$ cat src/rtl/text_write_arbiter.sv
// text_write_arbiter: shares the single write port of the text display
// between a character stream (cursor-relative, control-code aware) and a
// status writer (absolute positions). Also owns the terminal cursor and
// runs the full-screen blank fill.
module text_write_arbiter #(
  parameter int         COLS  = 80,
  parameter int         ROWS  = 30,
  parameter logic [6:0] BLANK = 7'h20
) (
  input  logic       clk,
  input  logic       reset_n,
  input  logic       char_valid,
  input  logic [7:0] char_data,
  output logic       char_ready,
  input  logic       stat_valid,
  input  logic [6:0] stat_x,
  input  logic [4:0] stat_y,
  input  logic [6:0] stat_data,
  output logic       stat_ready,
  input  logic       clear_req,
  input  logic       buf_busy,
  output logic       write_enable,
  output logic [6:0] write_x,
  output logic [4:0] write_y,
  output logic [6:0] write_data,
  output logic [6:0] cursor_x,
  output logic [4:0] cursor_y,
  output logic       clearing
);

  localparam logic [6:0] X_MAX = 7'(COLS - 1);
  localparam logic [4:0] Y_MAX = 5'(ROWS - 1);

  localparam logic [7:0] CH_BS = 8'h08;
  localparam logic [7:0] CH_LF = 8'h0A;
  localparam logic [7:0] CH_FF = 8'h0C;
  localparam logic [7:0] CH_CR = 8'h0D;

  typedef enum logic [2:0] {
    S_IDLE,
    S_ISSUE,
    S_GUARD,
    S_WAIT,
    S_CLEAR
  } state_t;

  state_t     state;
  logic       last_grant_stat;  // 1: status was granted last, so char wins a tie
  logic [6:0] fill_x;
  logic [4:0] fill_y;
  logic       fill_last;        // the strobe in flight is the final fill cell

  logic       idle_free;
  logic       grant_char;
  logic       grant_stat;

  // Grant decision: only in IDLE with the display free and no clear pending;
  // ties go to whichever requester was not served last. Gated by reset_n so
  // the readies are low while reset is held.
  always_comb begin
    idle_free  = reset_n && (state == S_IDLE) && !buf_busy && !clear_req;
    grant_char = idle_free && char_valid && (!stat_valid || last_grant_stat);
    grant_stat = idle_free && stat_valid && (!char_valid || !last_grant_stat);
  end

  assign char_ready = grant_char;
  assign stat_ready = grant_stat;

  // Main sequencer: transfer decode, cursor ownership, write strobe and fill.
  always_ff @(posedge clk or negedge reset_n) begin
    if (!reset_n) begin
      state           <= S_IDLE;
      write_enable    <= 1'b0;
      write_x         <= '0;
      write_y         <= '0;
      write_data      <= '0;
      cursor_x        <= '0;
      cursor_y        <= '0;
      clearing        <= 1'b0;
      last_grant_stat <= 1'b1;
      fill_x          <= '0;
      fill_y          <= '0;
      fill_last       <= 1'b0;
    end else begin
      write_enable <= 1'b0;
      case (state)
        S_IDLE: begin
          if (!buf_busy) begin
            if (clear_req) begin
              clearing  <= 1'b1;
              fill_x    <= '0;
              fill_y    <= '0;
              fill_last <= 1'b0;
              state     <= S_CLEAR;
            end else if (grant_char) begin
              last_grant_stat <= 1'b0;
              case (char_data)
                CH_CR: cursor_x <= '0;
                CH_LF: cursor_y <= (cursor_y == Y_MAX) ? 5'd0 : cursor_y + 5'd1;
                CH_BS: begin
                  // Backspace at column 0 is a no-op.
                  if (cursor_x != 7'd0) begin
                    cursor_x     <= cursor_x - 7'd1;
                    write_x      <= cursor_x - 7'd1;
                    write_y      <= cursor_y;
                    write_data   <= BLANK;
                    write_enable <= 1'b1;
                    state        <= S_ISSUE;
                  end
                end
                CH_FF: begin
                  clearing  <= 1'b1;
                  fill_x    <= '0;
                  fill_y    <= '0;
                  fill_last <= 1'b0;
                  state     <= S_CLEAR;
                end
                default: begin
                  write_x      <= cursor_x;
                  write_y      <= cursor_y;
                  write_data   <= char_data[6:0];
                  write_enable <= 1'b1;
                  state        <= S_ISSUE;
                  // Advance row-major, wrapping the last cell back to (0,0).
                  if (cursor_x == X_MAX) begin
                    cursor_x <= '0;
                    cursor_y <= (cursor_y == Y_MAX) ? 5'd0 : cursor_y + 5'd1;
                  end else begin
                    cursor_x <= cursor_x + 7'd1;
                  end
                end
              endcase
            end else if (grant_stat) begin
              last_grant_stat <= 1'b1;
              // Out-of-range status positions are accepted and dropped.
              if ((stat_x <= X_MAX) && (stat_y <= Y_MAX)) begin
                write_x      <= stat_x;
                write_y      <= stat_y;
                write_data   <= stat_data;
                write_enable <= 1'b1;
                state        <= S_ISSUE;
              end
            end
          end
        end

        S_ISSUE: state <= S_GUARD;

        // GUARD gives the display one cycle to raise busy. If it did not,
        // WAIT would exit immediately anyway, so GUARD returns directly; this
        // lets the next transfer land two cycles after the strobe.
        S_GUARD, S_WAIT: begin
          if (buf_busy) begin
            state <= S_WAIT;
          end else if (!clearing) begin
            state <= S_IDLE;
          end else if (fill_last) begin
            clearing  <= 1'b0;
            fill_last <= 1'b0;
            cursor_x  <= '0;
            cursor_y  <= '0;
            state     <= S_IDLE;
          end else begin
            state <= S_CLEAR;
          end
        end

        S_CLEAR: begin
          if (!buf_busy) begin
            write_x      <= fill_x;
            write_y      <= fill_y;
            write_data   <= BLANK;
            write_enable <= 1'b1;
            state        <= S_ISSUE;
            fill_last    <= (fill_x == X_MAX) && (fill_y == Y_MAX);
            if (fill_x == X_MAX) begin
              fill_x <= '0;
              fill_y <= (fill_y == Y_MAX) ? 5'd0 : fill_y + 5'd1;
            end else begin
              fill_x <= fill_x + 7'd1;
            end
          end
        end

        default: state <= S_IDLE;
      endcase
    end
  end

endmodule

$ cat config.mk
export PLATFORM = sky130hd
export DESIGN_NAME = text_write_arbiter
export DESIGN_NICKNAME = d
export VERILOG_FILES = /design/src/rtl/text_write_arbiter.sv
export SDC_FILE = /design/constraint.sdc
export NUM_CORES = 1
export LEC_CHECK = 0
export CAP_MARGIN = 20
export CORE_MARGIN = 8
export CORE_UTILIZATION = 25
export CTS_CLUSTER_DIAMETER = 150
export DETAILED_ROUTE_END_ITERATION = 10
export GPL_TIMING_DRIVEN = 1
export MAX_ROUTING_LAYER = met4
export PLACE_DENSITY = 0.45
export RECOVER_POWER = 50
export SYNTH_ARGS = -nofsm -noshare
export SYNTH_HDL_FRONTEND = slang
export SYNTH_SLANG_ARGS = --single-unit
$ cat constraint.sdc
create_clock -name clk -period 4.8 [get_ports clk]
set_clock_uncertainty 0.1 [all_clocks]
set_input_delay 0.48 -clock clk [delete_from_list [all_inputs] [get_ports clk]]
set_output_delay 0.48 -clock clk [all_outputs]
set_load 0.02 [all_outputs]
==> reports/qor.yml, run 1 <==
fill_cells: 1468
synth.distinct_cells: 64
cts_hold_buf: 0
postSynthCellCount: 385
grt_pass1_wl_um: 19300
root_buffer: "clkbuf_16"
start_util: 0.252
fp.coreArea_mm2: 0.0137
path_max_fanout: 28
grt_pass1_vias: 3490
rows: 43
fin_tns_setup_ns: 0
drv_slew: 51
cts.sinks: 50
n_antenna_cell: 0
hold_viol: 0
cp.required_ns: 4.22
portBuffers: 67
clkTransAtPathRegs_ns: 0.07
layout-drive-gt1-share: 0.0748
yosys.area.top_type_share: 0.357
async_reset_ff_frac: 1.00
holdCritStartpoint: "write_data[4]"
violations: "capacitance limit, slew limit"
gp_congestion: 0.833
r2r_end: "write_y[0]"
pre_cts_slack_ns: 1.06
vdd_drop_max_mv: 0.194
rsz0062_at_grt: "false"
cts_buffers: 5
reg2regPathDepth: 5
nets: 482
fin_ws_ns: 1.10
syn-num-nets: 427
cts_tree: "yes"
synth_edf_count: 0
dieArea_mm2: 0.0178
status: "finished, violations left"
cts.path.max_buffers: 2
ys_seq_area_frac: 0.364
reg2reg_from: "state[2]"
powerDensity_mw_per_mm2: 488
drcViolationCount: 0
layout.cells.non_filler: 621
place_inst: 612
netlist_top_cells_area: "dfrtp_1, mux2_1, nand2_1, o31ai_1, ha_1"
hold_depth: 1
grt.overflow.total: 0
critPathLaunchType: "primary input"
dr.pass1.iters: 4
synth-seq-cells: 50
area_delta_synth_final_pct: 27.6
grt_max_degree: 51
layout_min_cycle_time_ns: 3.70
vias: 3292
dp_hpwl_um: 8620
die_h_um: 133
cap_violations: 1
io_pins: 68
ys.flop_type: "dfrtp_1"
p_leak_nw: 1.74
critPathKind: "in -> out"
chipWidth_um: 133
drt_iter0_drc: 246
ant_nets: 0
antenna_found_initial: 0
htreeDepth: 2
synth_area_leader_cell: "dfrtp_1"
postCtsResizedCells: 0
clock.fmax_ghz: 0.270
min_path_type: "reg -> reg"
fin_crit_sh: 0.772
tightestPinTransition_ns: 2.84
setup_viol: 0
whs_endpoint: "write_data[4]"
vias_per_cell: 5.30
p_total_mw: 2.14
synth.avg_cell_area_um2: 8.93
relSlewSlack: -0.893
clock_latency_ns: 0.30
crit_path_end_kind: "primary output"
cts_setup_buffers: 0
yosysWarnings: 0
synth_area_mm2: 0.00344
worstPathArrival_ns: 3.12
grt_use_total: 0.139
routed_wirelength_um: 11700
avgRoutedWirePerCell_um: 18.9
r2r_setup_slack_ns: 1.34
-- synth_stat cells (5+ instances only) --
master	number
a31oi_1	11
a22o_1	5
mux2_1	16
a31o_2	5
o31ai_1	16
nor2_1	22
o41ai_1	6
o21ai_0	21
dfrtp_1	49
nand3_1	13
ha_1	9
clkbuf_1	15
a21oi_1	17
buf_2	6
nand2_1	45
nor3_1	9
and3_1	9
nand4_1	5
nand2b_1	7
a211oi_1	6
nor2b_1	5
inv_1	11
-- placed cells by master (no fill, tap or decap), types with 6 or more instances in the layout --
master	instances
a31oi_1	11
o21ai_0	21
mux2_1	16
clkdlybuf4s50_1	50
dfrtp_1	49
o41ai_1	6
and3_1	9
buf_4	6
nor2_1	22
dlygate4sd3_1	16
ha_1	9
o31ai_1	16
a21oi_1	17
nand2_1	45
nand2b_1	7
nand3_1	13
nor3_1	9
a211oi_1	6
inv_1	11
-- where the power goes --
part / internal (mW) / leakage, nW / total (mW) / switching (mW)
combinational: 0.458 / 1.05 / 1.05 / 0.588
sequential: 0.566 / 0.623 / 0.724 / 0.158
clock: 0.194 / 0.0631 / 0.370 / 0.175
-- final cells by class --
| class | count | area (µm²) | area share |
|---|---|---|---|
| inverter | 13 | 53.8 | 0.0123 |
| multi-input combinational | 296 | 2000 | 0.455 |
| sequential | 50 | 1250 | 0.286 |
| timing repair buffer | 74 | 713 | 0.163 |
| tap | 180 | 225 | 0.0514 |
| clock inverter | 2 | 15.0 | 0.00342 |
| clock buffer | 6 | 129 | 0.0294 |
-- logic make-up after synthesis --
kind of cell | after synthesis | share of synthesized area
AOI/OAI and AO/OA | 120 | 0.250
xor gates and xnor gates | 1 | 0.00255
adders and majority gates | 9 | 0.0328
buffers and inverters | 39 | 0.0550
DFF | 50 | 0.364
muxes | 24 | 0.0772
and+or+nand+nor | 142 | 0.218
-- flip-flops by register name, summed over array words and instances, names as in the netlist --
signal / flops
clearing: 1
cursor_x: 7
cursor_y: 5
fill_last: 1
fill_x: 7
fill_y: 5
last_grant_stat: 1
state: 3
write_data: 7
write_enable: 1
write_x: 7
write_y: 5
-- through the flow --
stage	utilization	cell area, µm²	hold WS, ns
2_1_floorplan	-	3440	0.0844
5_1_grt	0.321	4390	0.419
3_5_place_dp	0.310	4240	0.381
3_3_place_gp	0.310	4240	0.369
6_report	0.321	4390	0.384
4_1_cts	0.321	4390	0.278
-- worst max-delay path, stage by stage --
cell and delay [ns]:
clkdlybuf4s50_1 0.44, or4_1 0.56, or4b_4 0.70, clkinv_4 0.26, clkdlybuf4s50_1 0.67
-- worst max-delay path by stage --
stage                    from            end  depth (start not counted)
floorplan            state[2]  write_data[0]                          8
global placement    clear_req  write_data[0]                          6
detailed placement  clear_req     write_y[0]                          6
CTS                  state[2]     char_ready                          4
global route         state[2]     char_ready                          4
finish              clear_req     char_ready                          5
-- metal layers --
layer,GRT usage,vias up,part of all wire
li1,-,1565,-
met1,0.194,1613,0.51
met2,0.194,98,0.42
met3,0.0233,16,0.049
met4,0.0518,0,0.024
met5,-,-,0
Power figures use the tool's default switching activity.
==> run 2, diff against run 1 <==
--- a/config.mk
+++ b/config.mk
@@ -12,7 +12,7 @@
 export DETAILED_ROUTE_END_ITERATION = 10
 export GPL_TIMING_DRIVEN = 1
 export MAX_ROUTING_LAYER = met4
-export PLACE_DENSITY = 0.45
+export PLACE_DENSITY = 0.46
 export RECOVER_POWER = 50
 export SYNTH_ARGS = -nofsm -noshare
 export SYNTH_HDL_FRONTEND = slang
==> constraint.sdc (replaced) <==
create_clock -name clk -period 3.2 [get_ports clk]
set_clock_uncertainty 0.1 [all_clocks]
set_input_delay 0.32 -clock clk [delete_from_list [all_inputs] [get_ports clk]]
set_output_delay 0.32 -clock clk [all_outputs]
set_load 0.02 [all_outputs]
==> run 2 against run 1 <==
Against the previous run: the flow now finishes without violations; setup slack lost 1.0 ns; power rose by 55%; first-iteration DRC count shrank 9.8%; critical endpoint unchanged; largest power group unchanged; final cell count up 2.1%; wire length up 1.3%.
==> reports/qor.yml, run 2 (synthesis gave the netlist of run 1 again) <==
n_antenna_cell: 0
p_seq_frac: 0.326
crit_path_end_kind: "primary output"
nets: 495
fin_tns_setup_ns: 0
portBuffers: 67
dr.pass1.iters: 5
drt_iter0_drc: 222
io_pins: 68
fill_cells: 1429
antenna_found_initial: 0
multi_input_area_mm2: 0.00200
avgRoutedWirePerCell_um: 18.7
p_leak_nw: 1.82
vdd_drop_max_mv: 0.359
tightestPinTransition_ns: 1.34
p_sw_mw: 1.42
htreeDepth: 2
status: "complete, no violations"
final_cell_mix: "clkdlybuf4s50_1, dfrtp_1, nand2_1"
gp_congestion: 0.859
clock.fmax_ghz: 0.322
grt_pass1_wl_um: 18700
routed_wirelength_um: 11900
cap_violations: 0
cts_buffers: 5
fin_util: 0.330
rsz0062_at_grt: "false"
fp.coreArea_mm2: 0.0137
chipWidth_um: 133
clock_latency_ns: 0.30
root_buffer: "clkbuf_16"
grt_use_total: 0.135
grt_max_degree: 51
start_util: 0.252
internal_power_mw: 1.89
dp_hpwl_um: 8960
cts_hold_buf: 0
fin_area_mm2: 0.00451
relSlewSlack: 0.107
powerDensity_mw_per_mm2: 733
cts_tree: "yes"
worstPathArrival_ns: 2.69
hold_viol: 0
area_delta_synth_final_pct: 31.3
fin_crit_sh: 0.970
min_path_type: "in -> async"
clkTransAtPathRegs_ns: 0.07
vias: 3359
holdWs_ns: 0.367
path_max_fanout: 11
sw_frac_of_total: 0.428
cts.sinks: 50
layout_commonest_cell: "clkdlybuf4s50_1"
grt.overflow.total: 0
cp.required_ns: 2.78
cts.path.max_buffers: 2
p_clk_frac: 0.176
layout_min_cycle_time_ns: 3.11
ant_nets: 0
setup_viol: 0
die_h_um: 133
drcViolationCount: 0
p_comb_frac: 0.498
critPathKind: "reg -> out"
layout-drive-gt1-share: 0.108
grt_pass1_vias: 3389
critPathLaunchType: "flip-flop"
dieArea_mm2: 0.0178
postCtsResizedCells: 0
placed_area_mm2: 0.00436
cts_setup_buffers: 0
drv_slew: 0
regArea_mm2: 0.00125
vias_per_cell: 5.30
rows: 43
-- run 2: per-stage QoR --
step | std cells | total power [mW] | setup WS [ns]
5_1_grt | 634 | 3.54 | 0.0248
3_3_place_gp | 626 | 2.78 | 0.162
3_5_place_dp | 626 | 2.78 | 0.128
2_1_floorplan | 385 | 2.04 | 0.494
4_1_cts | 634 | 3.38 | 0.100
6_report | 634 | 3.31 | 0.0947
-- run 2: power groups by stage --
stage | clock network, mW | logic, mW | registers (mW)
2_1_floorplan | 0 | 0.830 | 1.21
3_3_place_gp | 0 | 1.68 | 1.09
3_5_place_dp | 0 | 1.69 | 1.09
4_1_cts | 0.593 | 1.70 | 1.08
5_1_grt | 0.626 | 1.80 | 1.11
6_report | 0.582 | 1.65 | 1.08
-- run 2: area by class of cell --
class	count	area share
timing repair buffer	87	0.183
clock buffer	6	0.0308
multi-input combinational	296	0.443
tap	180	0.0499
clock inverter	2	0.00388
inverter	13	0.0119
sequential	50	0.278
-- run 2: path summary, 6_finish.rpt --
check,startpoint,end,slack [ns],cells after the start
worst max-delay path,state[1],char_ready,0.09,4
worst min-delay path,reset_n,clearing,0.37,2
worst max register to register,state[1],write_y[4],0.35,6
worst min register to register,write_x[0],write_x[0],0.38,1
max in group asynchronous,reset_n,write_data[1],1.82,2
min in group clk,write_x[0],write_x[0],0.38,1
-- run 2: worst max-delay path, stage by stage (launching register included) --
cell and delay (ns):
dfrtp_1 0.50, or4_4 0.57, or4b_4 0.56, clkinv_4 0.13, clkdlybuf4s50_1 0.62
-- run 2: routing by layer --
| metal | track usage | share of wire | vias up |
|---|---|---|---|
| met3 | 0.0399 | 0.077 | 9 |
| met4 | 0.0312 | 0.0091 | 0 |
| met2 | 0.198 | 0.44 | 115 |
| met5 | - | 0 | - |
| met1 | 0.180 | 0.48 | 1643 |
| li1 | - | - | 1592 |
==> run 3, diff against run 2 <==
--- a/config.mk
+++ b/config.mk
@@ -9,6 +9,7 @@
 export CORE_MARGIN = 8
 export CORE_UTILIZATION = 25
 export CTS_CLUSTER_DIAMETER = 150
+export CTS_CLUSTER_SIZE = 20
 export DETAILED_ROUTE_END_ITERATION = 10
 export GPL_TIMING_DRIVEN = 1
 export MAX_ROUTING_LAYER = met4
==> results of run 3 <==
The final DEF is identical to that of run 2; final timing and power are the same.
==> patch 1 (config.mk and constraints of run 3) <==
The 5 states of `state_t` get a one-hot encoding in 5 bits.
--- a/src/rtl/text_write_arbiter.sv
+++ b/src/rtl/text_write_arbiter.sv
@@ -38,8 +38,8 @@
 
-  typedef enum logic [2:0] {
-    S_IDLE,
-    S_ISSUE,
-    S_GUARD,
-    S_WAIT,
-    S_CLEAR
+  typedef enum logic [4:0] {
+    S_IDLE  = 5'b00001,
+    S_ISSUE = 5'b00010,
+    S_GUARD = 5'b00100,
+    S_WAIT  = 5'b01000,
+    S_CLEAR = 5'b10000
   } state_t;
Behaviour: same outputs for any inputs over 4 cycles, from zero or initial values and one cycle with reset_n low; so few cycles prove little.
==> patch 1 against run 3 <==
Setup slack better by 240 ps. Design area up 4.0%. Power down 3.6%. Sequential cell count up 2. Register-to-register slack better by 80 ps. Area after synthesis up 5.4%. Maximum frequency up 8.4%. Global-route usage down 0.22 points. Sequential power down 5%. Combinational power down 9.7%. Cell count up 4.4%. Critical path depth up 1. Clock power up 15%. Wire length down 2.0%. Critical path type unchanged. Largest cell class unchanged.
==> patch 1: results (changes against run 3) <==
* Area contributors post-synth: dfrtp_1, o21ai_0, nand2_1, mux2_4, nand3_1 (was dfrtp_1, mux2_1, nand2_1, o31ai_1, ha_1)
* Initial antenna violation count at 0 (unchanged)
* Placement-stage worst setup slack at 323 ps (was 128 ps)
* Multi-input gate area at 2130 sq um (was 2000 sq um)
* Clk slew on worst S/H paths at 80 ps
* Inst Count DP at 654 (was 626)
* Inverters at 11 (was 13)
* CTS root buffer: clkbuf_16 (unchanged)
* Non-clk buf share at 17.1% (was 18.3%)
* Post-Synthesis Cells at 407 (was 385)
* Design area at 4690 sq um (was 4510 sq um)
* Slew Limit Headroom at 7.82% (was 10.7%)
* Vias in the first global route at 3384 (was 3389)
* Count of plain and timing-repair buffers in the layout at 86 (was 87)
* Final Power at 3190 uW (was 3310 uW)
* Synth Cell Area at 3620 sq um (was 3440 sq um)
* First-pass GRT wire length at 18700 microns (about the same)
* Detailed Routing Iterations Pass 1 at 4 (was 5)
* Cell with the largest stage delay on the worst path: clkdlybuf4s50_1 (unchanged)
* Gr usage total at 13.3% (was 13.5%)
* Synth Warn # at 0 (unchanged)
* Worst Path Max Fanout at 18 (was 11)
* Logic power comb at 1490 uW (was 1650 uW)
* HP Class: reg -> reg (was in -> async)
* Register area at 1300 sq um (was 1250 sq um)
* Internal power at 1940 uW (was 1890 uW)
* Ys async rst share at 100% (unchanged)
* CTS Buffer Depth at 2 (unchanged)
* Most frequent cells after synthesis: dfrtp_1, nand2_1, o21ai_0 (was dfrtp_1, nand2_1, nor2_1)
* Clock buf count at 6 (unchanged)
* Final Net Count at 518 (was 495)
* Iter 0 DRT Violations at 224 (was 222)
* Post-Route WL at 11600 microns (was 11900 microns)
* Comb_multi_in at 321 (was 296)
* Detailed-route via count at 3331 (was 3359)
* Max IR drop VDD at 370 uV (was 359 uV)
* Sink Count at 52 (was 50)
* Global placer's final weighted congestion at 0.826 (was 0.859)
* Grt met1 use at 17.8% (was 18.0%)
* Fillers at 1475 (was 1429)
* Pleak at 0.00194 uW (was 0.00182 uW)
* Grt met3 use at 2.70% (was 3.99%)
* Met2 global-route usage at 19.8% (about the same)
* Sequential Power Share at 32.4% (was 32.6%)
* Largest net degree at the start of global routing at 53 (was 51)
* Placed Area at 4520 sq um (was 4360 sq um)
* Syn_nets at 448 (was 427)
* Fraction of area in clock buffers and inverters at 3.79% (was 3.47%)
* Post-CTS sizing at 0 (unchanged)
* Non-Filler Instances at 662 (was 634)
* Clock latency on the worst-skew pair at 310 ps
* Sequential share of the synthesized area at 36.0% (was 36.4%)
* Yosys cell types at 69 (was 64)
* Outcome: complete, no violations (unchanged)
* Max stage delay on crit path at 660 ps (was 620 ps)
* Layout cells sized above 1 at 14.6% (was 10.8%)
* Post-DP HPWL at 8730 microns (was 8960 microns)
==> patch 1: cell count changes in the layout (fill, tap and decap cells not counted), moves of 5 or more <==
| cell | change |
|---|---|
| a22o_1 | -5 |
| a31oi_1 | -6 |
| mux2_1 | -16 |
| mux2_2 | +6 |
| mux2_4 | +9 |
| nand3_1 | +11 |
| nor2b_1 | +6 |
| nor3_1 | +8 |
| o21ai_0 | +15 |
| o31ai_1 | -5 |
| xnor2_1 | +7 |
==> patch 1: routing by layer <==
metal / vias to the layer above / routed length, microns / part of all wire (%)
met5: - / 0 / 0
met3: 8 / 519 / 4.5
met2: 94 / 5230 / 45
met1: 1592 / 5760 / 49
met4: 0 / 133 / 1.1
li1: 1637 / - / -
==> patch 1: worst max-delay path, delay by kind of cell, from the launching register on <==
| family | cells | cell delay (ps) |
|---|---|---|
| buffers and inverters | 2 | 860 |
| and+or+nand+nor | 3 | 810 |
| DFF | 1 | 460 |
==> patch 1: logic make-up (layout without fill, tap and decap cells) <==
group	after synthesis	after routing	synth area share (%)
AND/OR/NAND/NOR	175	175	26.2
AO/OA/AOI/OAI	107	107	20.0
flip-flops	52	52	36.0
buffers and inverters	34	105	5.15
multiplexers	23	23	7.95
adder cells (fa/ha/maj)	8	8	2.76
XOR/XNOR	8	8	1.94
==> patch 1: worst paths after layout <==
kind / cells after the start / slack [ps] / end / startpoint
setup / recovery: 5 / 340 / char_ready / state[4]
hold / removal: 1 / 410 / write_data[6] / write_data[6]
setup reg to reg: 8 / 430 / write_y[4] / cursor_x[1]
hold reg to reg: 1 / 410 / write_data[6] / write_data[6]
max in group asynchronous: 2 / 1660 / clearing / reset_n
min in group asynchronous: 2 / 500 / write_x[3] / reset_n
==> patch 2 (flow settings as in run 3) <==
Made on the original files. Change the parameter `COLS` from 80 to 64.
--- a/src/rtl/text_write_arbiter.sv
+++ b/src/rtl/text_write_arbiter.sv
@@ -5,3 +5,3 @@
 module text_write_arbiter #(
-  parameter int         COLS  = 80,
+  parameter int         COLS  = 64,
   parameter int         ROWS  = 30,
Function: changed (a bounded check fails within 4 cycles, from zero or initial values and one cycle with reset_n low).
==> patch 2 against run 3 <==
Setup slack better by 140 ps. Sequential cell count stayed put. Design area is 0.86% higher. Area after synthesis is 2.1% lower. Count of clock-buffer cells in the layout is 1 lower. Power is 1.2% higher. Register-to-register slack better by 40 ps. Wire length is 2.0% lower. Largest cell class unchanged.
==> patch 2: results (changes against run 3) <==
* Outcome: complete, no violations (unchanged)
* Most frequent cells after synthesis: dfrtp_1, nand2_1, nor2_1 (unchanged)
* Post-Route WL at 11600 microns (was 11900 microns)
* Pleak at 0.00191 uW (was 0.00182 uW)
* Yosys cell types at 65 (was 64)
* Synth Cell Area at 3360 sq um (was 3440 sq um)
* Adder-cell share of the synthesized area at 2.98% (was 3.28%)
* Fillers at 1398 (was 1429)
* Non-clk buf share at 20.0% (was 18.3%)
* Count of plain and timing-repair buffers in the layout at 100 (was 87)
* Comb_multi_in at 303 (was 296)
* First-pass GRT wire length at 18900 microns (was 18700 microns)
* Routed vias/inst at 5.14 (was 5.30)
* Final Net Count at 515 (was 495)
* Clock buf count at 5 (was 6)
* R2r endpoint: write_y[2] (was write_y[4])
* Launching point of the worst reg2reg path: cursor_x[0] (was state[1])
* Area contributors post-synth: dfrtp_1, mux2_2, o21ai_0, nand2_1, nor2_1 (was dfrtp_1, mux2_1, nand2_1, o31ai_1, ha_1)
* Iter 0 DRT Violations at 184 (was 222)
* HP Class: reg -> reg (was in -> async)
* Sequential share of the synthesized area at 37.2% (was 36.4%)
* Met2 global-route usage at 20.7% (was 19.8%)
* Yosys top cell area share at 36.4% (was 35.7%)
* Seq area share at 27.5% (was 27.8%)
* Worst-margin pin slew at 1320 ps (was 1340 ps)
* Synth Area in XOR/XNOR at 0.521% (was 0.255%)
* Global placer's final weighted congestion at 0.829 (was 0.859)
* Metal3 WL at 571 microns (was 916 microns)
* Arrival time at the worst endpoint at 2540 ps (was 2690 ps)
* DRT met1 WL at 5720 microns (was 5680 microns)
* Grt met1 use at 18.1% (was 18.0%)
* Gr usage total at 13.7% (was 13.5%)
* Layout cells sized above 1 at 16.8% (was 10.8%)
* Max IR drop VDD at 302 uV (was 359 uV)
* Post-synthesis compound-gate area fraction at 22.2% (was 25.0%)
* Final WS setup at 236 ps (was 94.7 ps)
* Multi-input gate area at 1940 sq um (was 2000 sq um)
* Routed length on met2 at 5160 microns (was 5180 microns)
patch 2: cell count changes in the layout (fill, tap and decap cells not counted), sizes merged, moves of 4 or more:
cell / change
clkinv: -4
buf: +13
inv: +5
o21ai: +14
a31o: -5
a221oi: +5
o31ai: -12
nor2: +14
patch 2: stage by stage:
step,cells,hold slack [ps]
after floorplan,391,-75.6
after global placement,643,399
after detailed placement,643,396
after CTS,651,150
after global routing,651,433
final,651,407
patch 2: critical path, cell delays in order (launching register included):
cell and delay (ps):
dfrtp_1 510, nor4_2 360, nand4b_1 130, buf_4 240
inv_1 170, buf_4 190, clkdlybuf4s50_1 620
patch 2: how the worst max path moves through the flow:
stage,endpoint,cells after the start
2_1_floorplan,cursor_x[4],7
3_3_place_gp,write_x[3],7
3_5_place_dp,cursor_x[3],6
4_1_cts,char_ready,6
5_1_grt,char_ready,6
6_report,char_ready,6
patch 2: report_power, final:
part | switching (uW) | total (uW) | internal, uW
sequential | 245 | 1090 | 846
combinational | 871 | 1610 | 741
clock | 269 | 644 | 376
